File: src/rtl/riscv_mem_arbiter_if.sv
`default_nettype none
// ============================================================================
// Module   : riscv_mem_arbiter_if
// Purpose  : IF / MEM requester ports and external bus port of the arbiter.
// Revision : 1.0
// ============================================================================
interface riscv_mem_arbiter_if #(
  parameter int AW = 32,
  parameter int DW = 32
);
  // Instruction-fetch requester
  logic            IF_req_i;
  logic [AW-1:0]   IF_addr_i;
  logic [DW-1:0]   IF_rdata_o;
  logic            IF_valid_o;
  logic            IF_stall_o;

  // Load/store requester
  logic            MEM_req_i;
  logic            MEM_we_i;
  logic [DW/8-1:0] MEM_be_i;
  logic [AW-1:0]   MEM_addr_i;
  logic [DW-1:0]   MEM_wdata_i;
  logic [DW-1:0]   MEM_rdata_o;
  logic            MEM_valid_o;
  logic            MEM_stall_o;

  // External memory bus
  logic            bus_req_o;
  logic            bus_we_o;
  logic [DW/8-1:0] bus_be_o;
  logic [AW-1:0]   bus_addr_o;
  logic [DW-1:0]   bus_wdata_o;
  logic            bus_ack_i;
  logic [DW-1:0]   bus_rdata_i;
  logic            bus_err_i;

  logic            err_o;
  logic            err_src_o;

  // Arbiter view
  modport master (
    input  IF_req_i, IF_addr_i,
    output IF_rdata_o, IF_valid_o, IF_stall_o,
    input  MEM_req_i, MEM_we_i, MEM_be_i, MEM_addr_i, MEM_wdata_i,
    output MEM_rdata_o, MEM_valid_o, MEM_stall_o,
    output bus_req_o, bus_we_o, bus_be_o, bus_addr_o, bus_wdata_o,
    input  bus_ack_i, bus_rdata_i, bus_err_i,
    output err_o, err_src_o
  );

  // Requesters and memory view
  modport slave (
    output IF_req_i, IF_addr_i,
    input  IF_rdata_o, IF_valid_o, IF_stall_o,
    output MEM_req_i, MEM_we_i, MEM_be_i, MEM_addr_i, MEM_wdata_i,
    input  MEM_rdata_o, MEM_valid_o, MEM_stall_o,
    input  bus_req_o, bus_we_o, bus_be_o, bus_addr_o, bus_wdata_o,
    output bus_ack_i, bus_rdata_i, bus_err_i,
    input  err_o, err_src_o
  );
endinterface
`default_nettype wire

File: src/rtl/riscv_mem_arbiter.sv
`default_nettype none
// ============================================================================
// Module   : riscv_mem_arbiter
// Purpose  : Serializes IF and MEM accesses onto one req/ack memory bus.
// Revision : 1.0
// ============================================================================
module riscv_mem_arbiter #(
  parameter int AW            = 32,
  parameter int DW            = 32,
  parameter int MEM_BURST_MAX = 4,
  parameter int TIMEOUT       = 255
) (
  input wire                  clk_i,
  input wire                  rst_i,
  riscv_mem_arbiter_if.master arb
);
  localparam int BW = DW / 8;
  localparam int CW = $clog2(TIMEOUT + 1);
  localparam int SW = (MEM_BURST_MAX < 1) ? 1 : $clog2(MEM_BURST_MAX + 1);

  localparam logic [1:0]    c_S_IDLE     = 2'd0;
  localparam logic [1:0]    c_S_BUSY_IF  = 2'd1;
  localparam logic [1:0]    c_S_BUSY_MEM = 2'd2;
  localparam logic [CW-1:0] c_WAIT_LAST  = CW'(TIMEOUT - 1);
  localparam logic [SW-1:0] c_STREAK_MAX = SW'(MEM_BURST_MAX);

  logic [1:0]    r_state;
  logic [1:0]    w_next_state;
  logic [CW-1:0] r_wait;
  logic [SW-1:0] r_streak;

  logic          r_bus_req;
  logic          r_bus_we;
  logic [BW-1:0] r_bus_be;
  logic [AW-1:0] r_bus_addr;
  logic [DW-1:0] r_bus_wdata;
  logic [DW-1:0] r_if_rdata;
  logic [DW-1:0] r_mem_rdata;
  logic          r_if_valid;
  logic          r_mem_valid;
  logic          r_err;
  logic          r_err_src;

  logic w_if_elig;
  logic w_mem_elig;
  logic w_grant_if;
  logic w_grant_mem;
  logic w_busy;
  logic w_ack;
  logic w_abort;
  logic w_done;
  logic w_fin_if;
  logic w_fin_mem;
  logic w_fin_err;

  // A requester whose completion pulse is showing is not asking for a new access yet
  assign w_if_elig   = arb.IF_req_i  & ~r_if_valid;
  assign w_mem_elig  = arb.MEM_req_i & ~r_mem_valid;
  assign w_grant_mem = (r_state == c_S_IDLE) & w_mem_elig
                     & ~(w_if_elig & (r_streak == c_STREAK_MAX));
  assign w_grant_if  = (r_state == c_S_IDLE) & w_if_elig & ~w_grant_mem;

  assign w_busy  = (r_state != c_S_IDLE);
  assign w_ack   = w_busy & arb.bus_ack_i;
  assign w_abort = w_busy & ~arb.bus_ack_i & (r_wait == c_WAIT_LAST);
  assign w_done  = w_ack | w_abort;

  always_ff @(posedge clk_i or posedge rst_i) begin
    if (rst_i) begin
      r_state <= c_S_IDLE;
    end else begin
      r_state <= w_next_state;
    end
  end

  always_comb begin
    w_next_state = r_state;
    case (r_state)
      c_S_IDLE: begin
        if (w_grant_mem) begin
          w_next_state = c_S_BUSY_MEM;
        end else if (w_grant_if) begin
          w_next_state = c_S_BUSY_IF;
        end
      end
      c_S_BUSY_IF, c_S_BUSY_MEM: begin
        if (w_done) begin
          w_next_state = c_S_IDLE;
        end
      end
      default: w_next_state = c_S_IDLE;
    endcase
  end

  always_comb begin
    w_fin_if  = 1'b0;
    w_fin_mem = 1'b0;
    case (r_state)
      c_S_BUSY_IF:  w_fin_if  = w_done;
      c_S_BUSY_MEM: w_fin_mem = w_done;
      default: ;
    endcase
    w_fin_err = w_abort | (w_ack & arb.bus_err_i);
  end

  always_ff @(posedge clk_i or posedge rst_i) begin
    if (rst_i) begin
      r_wait   <= '0;
      r_streak <= '0;
    end else begin
      if (w_grant_if | w_grant_mem) begin
        r_wait <= '0;
      end else if (w_busy & ~arb.bus_ack_i) begin
        r_wait <= r_wait + 1'b1;
      end

      // Counts MEM wins while IF is kept waiting; any IF gap or IF win restarts it
      if (~arb.IF_req_i | w_grant_if) begin
        r_streak <= '0;
      end else if (w_grant_mem & (r_streak != c_STREAK_MAX)) begin
        r_streak <= r_streak + 1'b1;
      end
    end
  end

  always_ff @(posedge clk_i or posedge rst_i) begin
    if (rst_i) begin
      r_bus_req   <= 1'b0;
      r_bus_we    <= 1'b0;
      r_bus_be    <= '0;
      r_bus_addr  <= '0;
      r_bus_wdata <= '0;
    end else begin
      if (w_grant_mem) begin
        r_bus_req   <= 1'b1;
        r_bus_we    <= arb.MEM_we_i;
        r_bus_be    <= arb.MEM_be_i;
        r_bus_addr  <= arb.MEM_addr_i;
        r_bus_wdata <= arb.MEM_wdata_i;
      end else if (w_grant_if) begin
        r_bus_req   <= 1'b1;
        r_bus_we    <= 1'b0;
        r_bus_be    <= '1;
        r_bus_addr  <= arb.IF_addr_i;
        r_bus_wdata <= '0;
      end else if (w_done) begin
        r_bus_req   <= 1'b0;
      end
    end
  end

  always_ff @(posedge clk_i or posedge rst_i) begin
    if (rst_i) begin
      r_if_rdata  <= '0;
      r_mem_rdata <= '0;
      r_if_valid  <= 1'b0;
      r_mem_valid <= 1'b0;
      r_err       <= 1'b0;
      r_err_src   <= 1'b0;
    end else begin
      r_if_valid  <= w_fin_if;
      r_mem_valid <= w_fin_mem;
      r_err       <= w_fin_err;
      if (w_fin_err) begin
        r_err_src <= (r_state == c_S_BUSY_MEM);
      end
      // An aborted access returns zero rather than whatever is on the bus
      if (w_fin_if) begin
        r_if_rdata <= w_ack ? arb.bus_rdata_i : '0;
      end
      if (w_fin_mem) begin
        r_mem_rdata <= w_ack ? arb.bus_rdata_i : '0;
      end
    end
  end

  assign arb.IF_rdata_o  = r_if_rdata;
  assign arb.IF_valid_o  = r_if_valid;
  assign arb.IF_stall_o  = arb.IF_req_i & ~r_if_valid;
  assign arb.MEM_rdata_o = r_mem_rdata;
  assign arb.MEM_valid_o = r_mem_valid;
  assign arb.MEM_stall_o = arb.MEM_req_i & ~r_mem_valid;
  assign arb.bus_req_o   = r_bus_req;
  assign arb.bus_we_o    = r_bus_we;
  assign arb.bus_be_o    = r_bus_be;
  assign arb.bus_addr_o  = r_bus_addr;
  assign arb.bus_wdata_o = r_bus_wdata;
  assign arb.err_o       = r_err;
  assign arb.err_src_o   = r_err_src;

endmodule
`default_nettype wire

File: src/flat_wrapper.sv
// flat-port wrapper written by rule: the top's interface ports become plain ports
module riscv_mem_arbiter_flat 
#(
  parameter int AW            = 32,
  parameter int DW            = 32,
  parameter int MEM_BURST_MAX = 4,
  parameter int TIMEOUT       = 255
)
  (clk_i, rst_i, arb_IF_req_i, arb_IF_addr_i, arb_IF_rdata_o, arb_IF_valid_o, arb_IF_stall_o, arb_MEM_req_i, arb_MEM_we_i, arb_MEM_be_i, arb_MEM_addr_i, arb_MEM_wdata_i, arb_MEM_rdata_o, arb_MEM_valid_o, arb_MEM_stall_o, arb_bus_req_o, arb_bus_we_o, arb_bus_be_o, arb_bus_addr_o, arb_bus_wdata_o, arb_bus_ack_i, arb_bus_rdata_i, arb_bus_err_i, arb_err_o, arb_err_src_o);
  riscv_mem_arbiter_if #(.AW(AW), .DW(DW)) arb_i ();
  input wire clk_i;
  input wire rst_i;
  input wire logic [$bits(arb_i.IF_req_i)-1:0] arb_IF_req_i;
  input wire logic [$bits(arb_i.IF_addr_i)-1:0] arb_IF_addr_i;
  output wire logic [$bits(arb_i.IF_rdata_o)-1:0] arb_IF_rdata_o;
  output wire logic [$bits(arb_i.IF_valid_o)-1:0] arb_IF_valid_o;
  output wire logic [$bits(arb_i.IF_stall_o)-1:0] arb_IF_stall_o;
  input wire logic [$bits(arb_i.MEM_req_i)-1:0] arb_MEM_req_i;
  input wire logic [$bits(arb_i.MEM_we_i)-1:0] arb_MEM_we_i;
  input wire logic [$bits(arb_i.MEM_be_i)-1:0] arb_MEM_be_i;
  input wire logic [$bits(arb_i.MEM_addr_i)-1:0] arb_MEM_addr_i;
  input wire logic [$bits(arb_i.MEM_wdata_i)-1:0] arb_MEM_wdata_i;
  output wire logic [$bits(arb_i.MEM_rdata_o)-1:0] arb_MEM_rdata_o;
  output wire logic [$bits(arb_i.MEM_valid_o)-1:0] arb_MEM_valid_o;
  output wire logic [$bits(arb_i.MEM_stall_o)-1:0] arb_MEM_stall_o;
  output wire logic [$bits(arb_i.bus_req_o)-1:0] arb_bus_req_o;
  output wire logic [$bits(arb_i.bus_we_o)-1:0] arb_bus_we_o;
  output wire logic [$bits(arb_i.bus_be_o)-1:0] arb_bus_be_o;
  output wire logic [$bits(arb_i.bus_addr_o)-1:0] arb_bus_addr_o;
  output wire logic [$bits(arb_i.bus_wdata_o)-1:0] arb_bus_wdata_o;
  input wire logic [$bits(arb_i.bus_ack_i)-1:0] arb_bus_ack_i;
  input wire logic [$bits(arb_i.bus_rdata_i)-1:0] arb_bus_rdata_i;
  input wire logic [$bits(arb_i.bus_err_i)-1:0] arb_bus_err_i;
  output wire logic [$bits(arb_i.err_o)-1:0] arb_err_o;
  output wire logic [$bits(arb_i.err_src_o)-1:0] arb_err_src_o;
  assign arb_i.IF_req_i = arb_IF_req_i;
  assign arb_i.IF_addr_i = arb_IF_addr_i;
  assign arb_IF_rdata_o = arb_i.IF_rdata_o;
  assign arb_IF_valid_o = arb_i.IF_valid_o;
  assign arb_IF_stall_o = arb_i.IF_stall_o;
  assign arb_i.MEM_req_i = arb_MEM_req_i;
  assign arb_i.MEM_we_i = arb_MEM_we_i;
  assign arb_i.MEM_be_i = arb_MEM_be_i;
  assign arb_i.MEM_addr_i = arb_MEM_addr_i;
  assign arb_i.MEM_wdata_i = arb_MEM_wdata_i;
  assign arb_MEM_rdata_o = arb_i.MEM_rdata_o;
  assign arb_MEM_valid_o = arb_i.MEM_valid_o;
  assign arb_MEM_stall_o = arb_i.MEM_stall_o;
  assign arb_bus_req_o = arb_i.bus_req_o;
  assign arb_bus_we_o = arb_i.bus_we_o;
  assign arb_bus_be_o = arb_i.bus_be_o;
  assign arb_bus_addr_o = arb_i.bus_addr_o;
  assign arb_bus_wdata_o = arb_i.bus_wdata_o;
  assign arb_i.bus_ack_i = arb_bus_ack_i;
  assign arb_i.bus_rdata_i = arb_bus_rdata_i;
  assign arb_i.bus_err_i = arb_bus_err_i;
  assign arb_err_o = arb_i.err_o;
  assign arb_err_src_o = arb_i.err_src_o;
  riscv_mem_arbiter #(.AW(AW), .DW(DW), .MEM_BURST_MAX(MEM_BURST_MAX), .TIMEOUT(TIMEOUT)) u_core (.clk_i(clk_i), .rst_i(rst_i), .arb(arb_i));
endmodule
File: config.mk
export PLATFORM = sky130hd
export DESIGN_NAME = riscv_mem_arbiter_flat
export DESIGN_NICKNAME = d
export VERILOG_FILES = /design/src/rtl/riscv_mem_arbiter_if.sv /design/src/rtl/riscv_mem_arbiter.sv /design/src/flat_wrapper.sv
export SDC_FILE = /design/constraint.sdc
export NUM_CORES = 1
export LEC_CHECK = 0
export BUFFER_PORTS_ARGS = -buffer_cell sky130_fd_sc_hd__buf_2
export CELL_PAD_IN_SITES_DETAIL_PLACEMENT = 1
export CELL_PAD_IN_SITES_GLOBAL_PLACEMENT = 1
export CORE_MARGIN = 1
export CORE_UTILIZATION = 39
export DETAILED_ROUTE_END_ITERATION = 8
export PLACE_DENSITY = 0.93
export REMOVE_ABC_BUFFERS = 1
export SYNTH_ARGS = -nofsm -noshare
export SYNTH_HDL_FRONTEND = slang
export SYNTH_SLANG_ARGS = --single-unit
File: constraint.sdc
create_clock -name clk_i -period 14.95 [get_ports clk_i]
set_input_delay 2.2425 -clock clk_i [delete_from_list [all_inputs] [get_ports clk_i]]
set_output_delay 2.2425 -clock clk_i [all_outputs]
set_load 0.005 [all_outputs]
---- Yosys cells after proc, flatten, opt, wreduce, memory -nomap -nowiden ----
Index checks and enable logic that the tools add are counted.
word-level totals
  memories kept ........................... 0
  output and inout bits ................... 140
  RAM bits ................................ 0
  logic and storage cells ................. 75
  register bits ........................... 151
  bits in latches ......................... 0
  input port bits ......................... 139
  ROM bits ................................ 0
cells by class
  eq/ne operators ......................... 7
  add/subtract/negate cells ............... 2
  div/mod/pow operators ................... 0
  magnitude comparators ................... 0
  multiply operators ...................... 0
  muxes and demuxes ....................... 22
  bitwise logic cells ..................... 22
  shifts and indexed selects .............. 0
  reductions and logical operators ........ 8
operators by type and width
  operator               number
  $mux W32               5
  $mux W8                2
  $and A1 B1 Y1          12
  $add A8 B1 Y8 const B  1
  $eq A8 B8 Y1 const B   1
  $mux W4                2
  $reduce_bool A2 Y1     4
  $mux W1                7
  $mux W2                3
  $mux W3                2
  $not A1 Y1             6
  $or A1 B1 Y1           4
  $pmux W2 S2            1
  $add A3 B1 Y3 const B  1
  $eq A3 B3 Y1 const B   1
  $ne A3 B1 Y1 const B   1
  $ne A3 B3 Y1 const B   1
  $reduce_bool A3 Y1     1
  $eq A2 B1 Y1 const B   1
  $eq A2 B2 Y1 const B   1
  $logic_not A2 Y1       1
  $ne A2 B1 Y1 const B   1
  $reduce_and A2 Y1      1
  $reduce_or A2 Y1       1

---- Longest topological paths before layout ----
Gate-level depths: netlist of the first run.
  depth after elaboration ................. 10
  depth in mapped cells ................... 8
  gate-level depth less buffers ........... 5

---- Worst setup path after synthesis of the first run ----
OpenSTA, ideal clock, no wires.
  kind .................................... in2out
  from .................................... in arb_IF_req_i
  to ...................................... out arb_IF_stall_o
  required time ........................... 12.708 ns
  stages .................................. 2
  buffers on the path ..................... 0
  setup slack ............................. 10.270 ns
  arrival time ............................ 2.437 ns
  path through ............................ nand2b_1 inv_1
between the ends
  word-level cells in the longest chain between the ends .. 1
ends and longest elaborated chain
  what                line                      source
  start: declaration  flat_wrapper.sv:13        input wire logic [$bits(arb_i.IF_req_i)-1:0] arb_IF_req_i;
  $and A1 B1 Y1       riscv_mem_arbiter.sv:179  assign arb.IF_stall_o = arb.IF_req_i & ~r_if_valid;
  end: declaration    flat_wrapper.sv:17        output wire logic [$bits(arb_i.IF_stall_o)-1:0] arb_IF_stall_o;
Every way passes these cells.

---- Final worst setup path of the first run ----
Ends and elaborated chain as after synthesis.

==> metrics.json, run 1 <==
{
  "synthesis": {
    "synth_ff_type": "sky130_fd_sc_hd__dfrtp_1",
    "yosysWarningCount": 0,
    "synth_enable_flop_cells": 0,
    "yosysTopAreaCell": "sky130_fd_sc_hd__dfrtp_1",
    "synth_cell_type_count": 45,
    "synth.top_cells.by_area": "sky130_fd_sc_hd__dfrtp_1 (57%), sky130_fd_sc_hd__a22o_1 (13%), sky130_fd_sc_hd__a21o_1 (7.3%)",
    "yosys.area.top_type_share_pct": 57.4,
    "ys_ff_latch": 151,
    "synthesis.area_sq_um": 6580,
    "seq_area_frac_synth_pct": 57.4,
    "synthesized_netlist_cell_count": 526,
    "syn_avg_cell_area_sq_um": 12.5,
    "postSynth.asyncResetShare_pct": 100
  },
  "sta": {
    "finalWorstPathRequiredPeriod_ns": 5.02,
    "finalHoldViolations": 0,
    "timing.slew.headroom_pct": 39.8,
    "max_slew_violation_count": 0,
    "final_min_period_over_clock_period_pct": 33.6,
    "postLayoutSetupSlackWorst_ns": 9.93,
    "finish_stage_setup_viols": 0,
    "max_freq_ghz": 0.199,
    "rsz0062_at_grt": "false",
    "skew_ns": 0.0141,
    "transition_at_the_pin_with_the_smallest_max_transition_slack_ns": 0.903,
    "final.setup.tns_ns": 0
  },
  "cts": {
    "htree_levels": 4,
    "cts_tree": "yes",
    "cts_root_buffer": "sky130_fd_sc_hd__clkbuf_16",
    "clkTransAtPathRegs_ns": 0.06,
    "sink_count_of_the_clock_tree": 151,
    "cts_hold_repair.buffers": 0,
    "cts_inserted_buffers": 17,
    "clkLatencyLatePin_ns": 0.42,
    "cts_resized": 0,
    "max_buffers_root_to_sink": 2,
    "postCtsSetupRepairBufs": 0
  },
  "place": {
    "detailed_place_hpwl_mm": 15.0,
    "routabilityCongestion": 0.886,
    "port_buffers": 278,
    "postPlaceCellArea_sq_um": 8120,
    "dpl_worst_slack_ns": 9.94
  },
  "final_layout": {
    "final_core_util_pct": 52.6,
    "layout-drive-gt1-share_pct": 41.4,
    "most_common_cell_after_layout_fill_and_taps_aside": "sky130_fd_sc_hd__buf_2",
    "num-fill-cells": 1848,
    "syn_to_final_growth_pct": 32.1,
    "final_area_sq_um": 8690,
    "layout_common_cells": "sky130_fd_sc_hd__buf_2 (278), sky130_fd_sc_hd__dfrtp_1 (151), sky130_fd_sc_hd__a22o_1 (97), sky130_fd_sc_hd__a21o_1 (64), sky130_fd_sc_hd__and3_1 (33)",
    "nets": 934
  },
  "min_path": {
    "hold_start": "u_core.arb.MEM_rdata_o[24]$_DFFE_PP0P_",
    "hold_class": "register to register"
  },
  "detailed_routing": {
    "detail_route.vias_per_cell": 5.66,
    "detailedRoute.firstPassIterationCount": 6,
    "dr_total_vias": 5782,
    "routed_wl_mm": 21.6,
    "top_layer_used": "met4",
    "dr.first_iter.drc_count": 232,
    "ant_nets": 0,
    "wl_per_cell_um": 21.2,
    "drt-met1-wl_mm": 8.60,
    "route.detailed.drc": 2,
    "dr_wl_met2_mm": 10.5,
    "met3_length_mm": 1.75
  },
  "grt": {
    "globalRoute.totalOverflow": 0,
    "grt_max_degree": 82,
    "grt_antenna_before_repair": 1,
    "grt_first_pass_wirelength_mm": 34.2,
    "grt_util_all_layers_pct": 25.1,
    "first_global_vias": 6160
  },
  "power": {
    "lkg_pwr_nw": 4.15,
    "pwr_density_cell_nw_per_um2": 203,
    "vdd_ir_drop_max_v": 0.0000782
  },
  "worst_setup_path": {
    "required_ns": 12.71,
    "critical_path_peak_fanout": 5,
    "regToRegStartpoint": "u_core.r_state[0]$_DFFE_PP0P_",
    "crit_path_max_incr_delay_ns": 0.16,
    "critPathLaunchType": "input pin",
    "element_type_at_the_critical_path_end": "primary output",
    "cell_chain_of_the_critical_path": "buf_2 > nand2b_1 > inv_1 > buf_2",
    "crit_path_start": "arb_IF_req_i",
    "worst_path_most_repeated_cell": "sky130_fd_sc_hd__buf_2",
    "worst_path_arrival_time_ns": 2.78,
    "crit_slowest_cell": "sky130_fd_sc_hd__inv_1",
    "setup.reg_to_reg.worst_slack_ns": 12.66,
    "criticalPathCategory": "input pin to primary output"
  },
  "floorplanning": {
    "io_pins": 279,
    "design.die.area_sq_um": 17400,
    "placement_rows": 47,
    "initial_core_util_pct": 39.8,
    "standard_cell_core_area_sq_um": 16500,
    "dieWidth_um": 132,
    "die_h_um": 132
  },
  "run": {
    "max-cap-violations": 0
  },
  "status": {
    "outcome": "finished, violations left",
    "violations": "design-rule violations"
  }
}
[path summary, 6_finish.rpt]
| kind | end | depth (start not counted) |
|---|---|---|
| worst max-delay path | arb_IF_stall_o | 4 |
| worst max register to register | u_core.arb.bus_addr_o[14]$_DFFE_PP0N_ | 6 |
| worst min-delay path | u_core.arb.MEM_rdata_o[24]$_DFFE_PP0P_ | 1 |
| min in group asynchronous | u_core.arb.bus_wdata_o[1]$_DFFE_PP0N_ | 2 |
| worst min register to register | u_core.arb.MEM_rdata_o[24]$_DFFE_PP0P_ | 1 |
| max in group asynchronous | u_core.arb.IF_rdata_o[24]$_DFFE_PP0P_ | 3 |
[Yosys cell counts, drive strengths merged, types with 3 or more instances]
master	n
a221o	32
a22o	97
o22a	5
inv	13
nand3	5
and3	33
nand2	5
buf	30
o211ai	4
ha	7
dfrtp	151
a211oi	3
and3b	4
or3	4
a21o	64
a21oi	10
nand2b	4
clkbuf	17
o21ai	8
nor2	6
[area by class of cell]
cell class,count,area [sq um],area share (%)
diodes,1,2.50,0.0288
clock buffers,19,453,5.21
inverters,13,53.8,0.619
clock inverters,12,119,1.37
repair buffers,290,1480,17.0
multi-input cells,315,2530,29.1
flip-flops and latches,151,3780,43.5
well taps,220,275,3.17
[routing by layer]
metal,vias up,global-route usage [%]
met5,-,0
met4,0,11.8
met3,43,8.00
met2,252,41.8
met1,2929,29.5
li1,2558,-
[cells by family after synthesis]
group | share of synthesized area, %
AND/OR/NAND/NOR | 7.49
AO/OA/AOI/OAI | 29.1
flip-flops | 57.4
buffers and inverters | 4.45
adder cells (fa/ha/maj) | 1.33
XOR/XNOR | 0.266
[power breakdown]
group / internal [mW] / leakage (nW) / switching (mW)
Clock: 0.239 / 0.272 / 0.178
Combinational: 0.348 / 2.18 / 0.319
Sequential: 0.566 / 1.70 / 0.110
Total: 1.15 / 4.15 / 0.607
[stage by stage]
step	power (mW)	std cells	hold WS, ns
floorplan	1.03	479	0.496
finish	1.76	1021	0.498
CTS	1.77	1020	0.504
global placement	1.30	989	0.478
global route	1.86	1021	0.518
detailed placement	1.35	989	0.486
[critical path: cells and delay by family]
| family | cells | cell delay, ns |
|---|---|---|
| simple gates | 1 | 0.12 |
| buf+inv | 3 | 0.42 |
[sequential cells by signal, summed over array words and instances (netlist names), 2 cells and up]
| signal | flops |
|---|---|
| u_core.r_streak | 3 |
| u_core.arb.bus_addr_o | 32 |
| u_core.arb.bus_wdata_o | 32 |
| u_core.arb.bus_be_o | 4 |
| u_core.r_wait | 8 |
| u_core.arb.MEM_rdata_o | 32 |
| u_core.r_state | 2 |
| u_core.arb.IF_rdata_o | 32 |
Note: power is estimated with default switching activity, not from simulation.
==> run 2: changes to the inputs <==
Settings changed: CORE_UTILIZATION 39 to 37, PLACE_DENSITY 0.93 to 0.9.
Clock period 14.95 ns to 4.8 ns, I/O delays scaled along.
==> run 2 against run 1 <==
  * The flow now finishes without violations
  * First-iteration DRC count shrank 5.6%
  * Highest routed layer unchanged
  * Total power grew to 3.1 times the previous value
  * Combinational power grew to 3.0 times the previous value
  * Cell count is essentially flat
  * Via count shrank 3.4%
  * Critical path depth grew 1
  * Largest cell class unchanged
  * Wire length shrank 7.8%
  * Global-route usage shrank 3.0 points
  * Sequential share of layout area is the same
  * Sequential cell count is the same
==> metrics.json, run 2 (same netlist as run 1, synthesis figures left out) <==
{
  "power": {
    "power.share.switching": {"value": 33.9, "unit": "%", "change": "-0.53 points"},
    "power_frac_clock": {"value": 24.9, "unit": "%", "change": "+1.2 points"},
    "pwr_density_cell": {"value": 630, "unit": "nW/um^2", "change": "+210%"},
    "power.sequential.fraction": {"value": 38.4, "unit": "%", "change": "about the same"},
    "lkg_pwr": {"value": 4.15, "unit": "nW", "change": "about the same"},
    "power": {"value": 5.48, "unit": "mW", "change": "+210%"},
    "power.net_switching": {"value": 1.86, "unit": "mW", "change": "+210%"},
    "p_int": {"value": 3.62, "unit": "mW", "change": "+210%"},
    "vdd_ir_drop_max": {"value": 0.000321, "unit": "V", "change": "+310%"},
    "p_comb_share": {"value": 36.7, "unit": "%", "change": "-1.2 points"}
  },
  "cts": {
    "htree_levels": {"value": 4, "change": "unchanged"},
    "clkLatencyLatePin": {"value": 0.42, "unit": "ns", "change": "about the same"},
    "clkTransAtPathRegs": {"value": 0.06, "unit": "ns", "change": "about the same"},
    "cts_inserted_buffers": {"value": 17, "change": "unchanged"},
    "sink_count_of_the_clock_tree": {"value": 151, "change": "unchanged"},
    "cts_resized": {"value": 0, "change": "unchanged"},
    "postCtsSetupRepairBufs": {"value": 0, "change": "unchanged"},
    "cts_root_buffer": "sky130_fd_sc_hd__clkbuf_16",
    "max_buffers_root_to_sink": {"value": 2, "change": "unchanged"},
    "cts_hold_repair.buffers": {"value": 0, "change": "unchanged"},
    "cts_tree": "yes"
  },
  "floorplanning": {
    "placement_rows": {"value": 48, "change": "+2.1%"},
    "design.die.area": {"value": 18300, "unit": "sq um", "change": "+5.3%"},
    "die_h": {"value": 135, "unit": "um", "change": "+2.6%"},
    "io_pins": {"value": 279, "change": "unchanged"},
    "initial_core_util": {"value": 37.9, "unit": "%", "change": "-1.9 points"},
    "dieWidth": {"value": 135, "unit": "um", "change": "+2.6%"},
    "standard_cell_core_area": {"value": 17400, "unit": "sq um", "change": "+5.0%"}
  },
  "detailed_routing": {
    "dr.first_iter.drc_count": {"value": 219, "change": "-5.6%"},
    "detail_route.vias_per_cell": {"value": 5.46, "change": "-3.5%"},
    "ant_nets": {"value": 0, "change": "unchanged"},
    "wl_per_cell": {"value": 19.5, "unit": "um", "change": "-7.9%"},
    "route.detailed.drc": {"value": 0, "change": "-2"},
    "routed_wl": {"value": 20.0, "unit": "mm", "change": "-7.8%"},
    "dr_total_vias": {"value": 5583, "change": "-3.4%"},
    "detailedRoute.firstPassIterationCount": {"value": 5, "change": "-1"}
  },
  "final_layout": {
    "layout_common_cells": "sky130_fd_sc_hd__buf_2 (278), sky130_fd_sc_hd__dfrtp_1 (151), sky130_fd_sc_hd__a22o_1 (97), sky130_fd_sc_hd__a21o_1 (64), sky130_fd_sc_hd__and3_1 (33)",
    "syn_to_final_growth": {"value": 32.1, "unit": "%", "change": "unchanged"},
    "insertedDiodeCount": {"value": 0, "change": "-1"},
    "most_common_cell_after_layout_fill_and_taps_aside": "sky130_fd_sc_hd__buf_2",
    "final_core_util": {"value": 50.1, "unit": "%", "change": "-2.5 points"},
    "layout-drive-gt1-share": {"value": 41.3, "unit": "%", "change": "-0.095 points"},
    "nets": {"value": 930, "change": "-0.43%"},
    "layout.cells.non_filler": {"value": 1022, "change": "+0.098%"},
    "final_area": {"value": 8690, "unit": "sq um", "change": "unchanged"}
  },
  "worst_setup_path": {
    "regToRegStartpoint": "u_core.r_state[0]$_DFFE_PP0P_",
    "required": {"value": 5.09, "unit": "ns", "change": "-7.62 ns"},
    "cell_chain_of_the_critical_path": "inv_1 > ha_1 > and3b_1 > nand2_1 > o22a_1",
    "criticalPathCategory": "register to register",
    "critPathLaunchType": "register",
    "crit_path_max_incr_delay": {"value": 0.97, "unit": "ns", "change": "+0.81 ns"},
    "crit_path_start": "u_core.r_state[0]$_DFFE_PP0P_",
    "element_type_at_the_critical_path_end": "register",
    "worst_path_arrival_time": {"value": 3.11, "unit": "ns", "change": "+0.33 ns"},
    "critical_path_peak_fanout": {"value": 37, "change": "+32"},
    "crit_slowest_cell": "sky130_fd_sc_hd__and3b_1"
  },
  "sta": {
    "final_min_period_over_clock_period_pct": 58.6,
    "finish_stage_setup_viols": {"value": 0, "change": "unchanged"},
    "postLayoutSetupSlackWorst": {"value": 1.99, "unit": "ns", "change": "-7.94 ns"},
    "hold_ws": {"value": 0.403, "unit": "ns", "change": "-0.0955 ns"},
    "timing.slew.headroom": {"value": 21.5, "unit": "%", "change": "-18 points"},
    "transition_at_the_pin_with_the_smallest_max_transition_slack": {"value": 1.17, "unit": "ns", "change": "+0.268 ns"},
    "rsz0062_at_grt": "false",
    "finalWorstPathRequiredPeriod_ns": 2.81,
    "final.setup.tns": {"value": 0, "unit": "ns", "change": "unchanged"},
    "max_freq_ghz": 0.355,
    "max_slew_violation_count": {"value": 0, "change": "unchanged"},
    "finalHoldViolations": {"value": 0, "change": "unchanged"},
    "skew": {"value": 0.0142, "unit": "ns", "change": "+0.000136 ns"}
  },
  "place": {
    "postPlaceCellArea": {"value": 8100, "unit": "sq um", "change": "-0.23%"},
    "place.detailed.instances": {"value": 990, "change": "+0.10%"},
    "routabilityCongestion": {"value": 0.773, "change": "-13%"},
    "port_buffers": {"value": 278, "change": "unchanged"},
    "detailed_place_hpwl": {"value": 13.7, "unit": "mm", "change": "-8.6%"},
    "dpl_worst_slack": {"value": 2.04, "unit": "ns", "change": "-7.89 ns"}
  },
  "status": {
    "outcome": "complete, no violations"
  },
  "run": {
    "max-cap-violations": {"value": 0, "change": "unchanged"}
  },
  "min_path": {
    "hold_class": "input pin to async pin"
  },
  "grt": {
    "grt_first_pass_wirelength": {"value": 31.4, "unit": "mm", "change": "-8.2%"},
    "grt_antenna_before_repair": {"value": 0, "change": "-1"},
    "grt_max_degree": {"value": 70, "change": "-15%"},
    "grt_util_all_layers": {"value": 22.2, "unit": "%", "change": "-3.0 points"},
    "globalRoute.totalOverflow": {"value": 0, "change": "unchanged"},
    "first_global_vias": {"value": 5852, "change": "-5.0%"}
  }
}
## run 2: cell types whose count changed in the layout (fill, tap and decap cells not counted)
cell	previous run	this run
sky130_fd_sc_hd__buf_4	12	8
sky130_fd_sc_hd__diode_2	1	0
sky130_fd_sc_hd__nand2b_2	0	2
sky130_fd_sc_hd__clkinvlp_4	3	2
sky130_fd_sc_hd__clkbuf_1	0	1
sky130_fd_sc_hd__bufinv_16	1	2
sky130_fd_sc_hd__nand2b_1	4	2
sky130_fd_sc_hd__inv_8	0	2
sky130_fd_sc_hd__inv_6	4	7
sky130_fd_sc_hd__clkbuf_8	2	0
sky130_fd_sc_hd__clkinv_4	4	1
## run 2: power by group through the flow
stage | logic, mW | registers (mW) | clock network, mW
3_3_place_gp | 1.94 | 2.08 | 0
2_1_floorplan | 1.10 | 2.12 | 0
6_report | 2.01 | 2.10 | 1.36
4_1_cts | 2.04 | 2.11 | 1.40
3_5_place_dp | 2.03 | 2.11 | 0
5_1_grt | 2.20 | 2.17 | 1.44
## run 2: final timing paths
| check | end | slack (ns) | cells past startpoint |
|---|---|---|---|
| min in group clk_i | u_core.arb.bus_wdata_o[24]$_DFFE_PP0N_ | 0.50 | 1 |
| worst min register to register | u_core.arb.bus_wdata_o[24]$_DFFE_PP0N_ | 0.50 | 1 |
| worst max-delay path | u_core.arb.bus_be_o[0]$_DFFE_PP0N_ | 1.99 | 5 |
| worst max register to register | u_core.arb.bus_be_o[0]$_DFFE_PP0N_ | 1.99 | 5 |
| max in group asynchronous | u_core.arb.MEM_rdata_o[10]$_DFFE_PP0P_ | 3.34 | 3 |
| worst min-delay path | u_core.arb.err_o$_DFF_PP0_ | 0.40 | 2 |
## run 2: routing by layer
layer,share of wire [%],GRT usage (%),vias up
li1,-,-,2542
met1,41,26.2,2822
met2,51,38.7,183
met3,5.2,5.16,36
met4,2.5,9.05,0
met5,0,0,-
## run 2: area by class of cell
| class | instances | area [sq um] |
|---|---|---|
| flip-flops and latches | 151 | 3780 |
| inverters | 13 | 53.8 |
| fillers | 1946 | 8660 |
| well taps | 225 | 282 |
| clock buffers | 18 | 429 |
| clock inverters | 14 | 164 |
| multi-input cells | 315 | 2540 |
| repair buffers | 286 | 1450 |
## run 2: worst max-delay path, delay by kind of cell, from the launching register on
family / cells / cell delay [ns]
DFF: 1 / 0.40
and+or+nand+nor: 2 / 1.30
buffers and inverters: 1 / 0.11
AOI/OAI and AO/OA: 1 / 0.30
adders and majority gates: 1 / 0.59
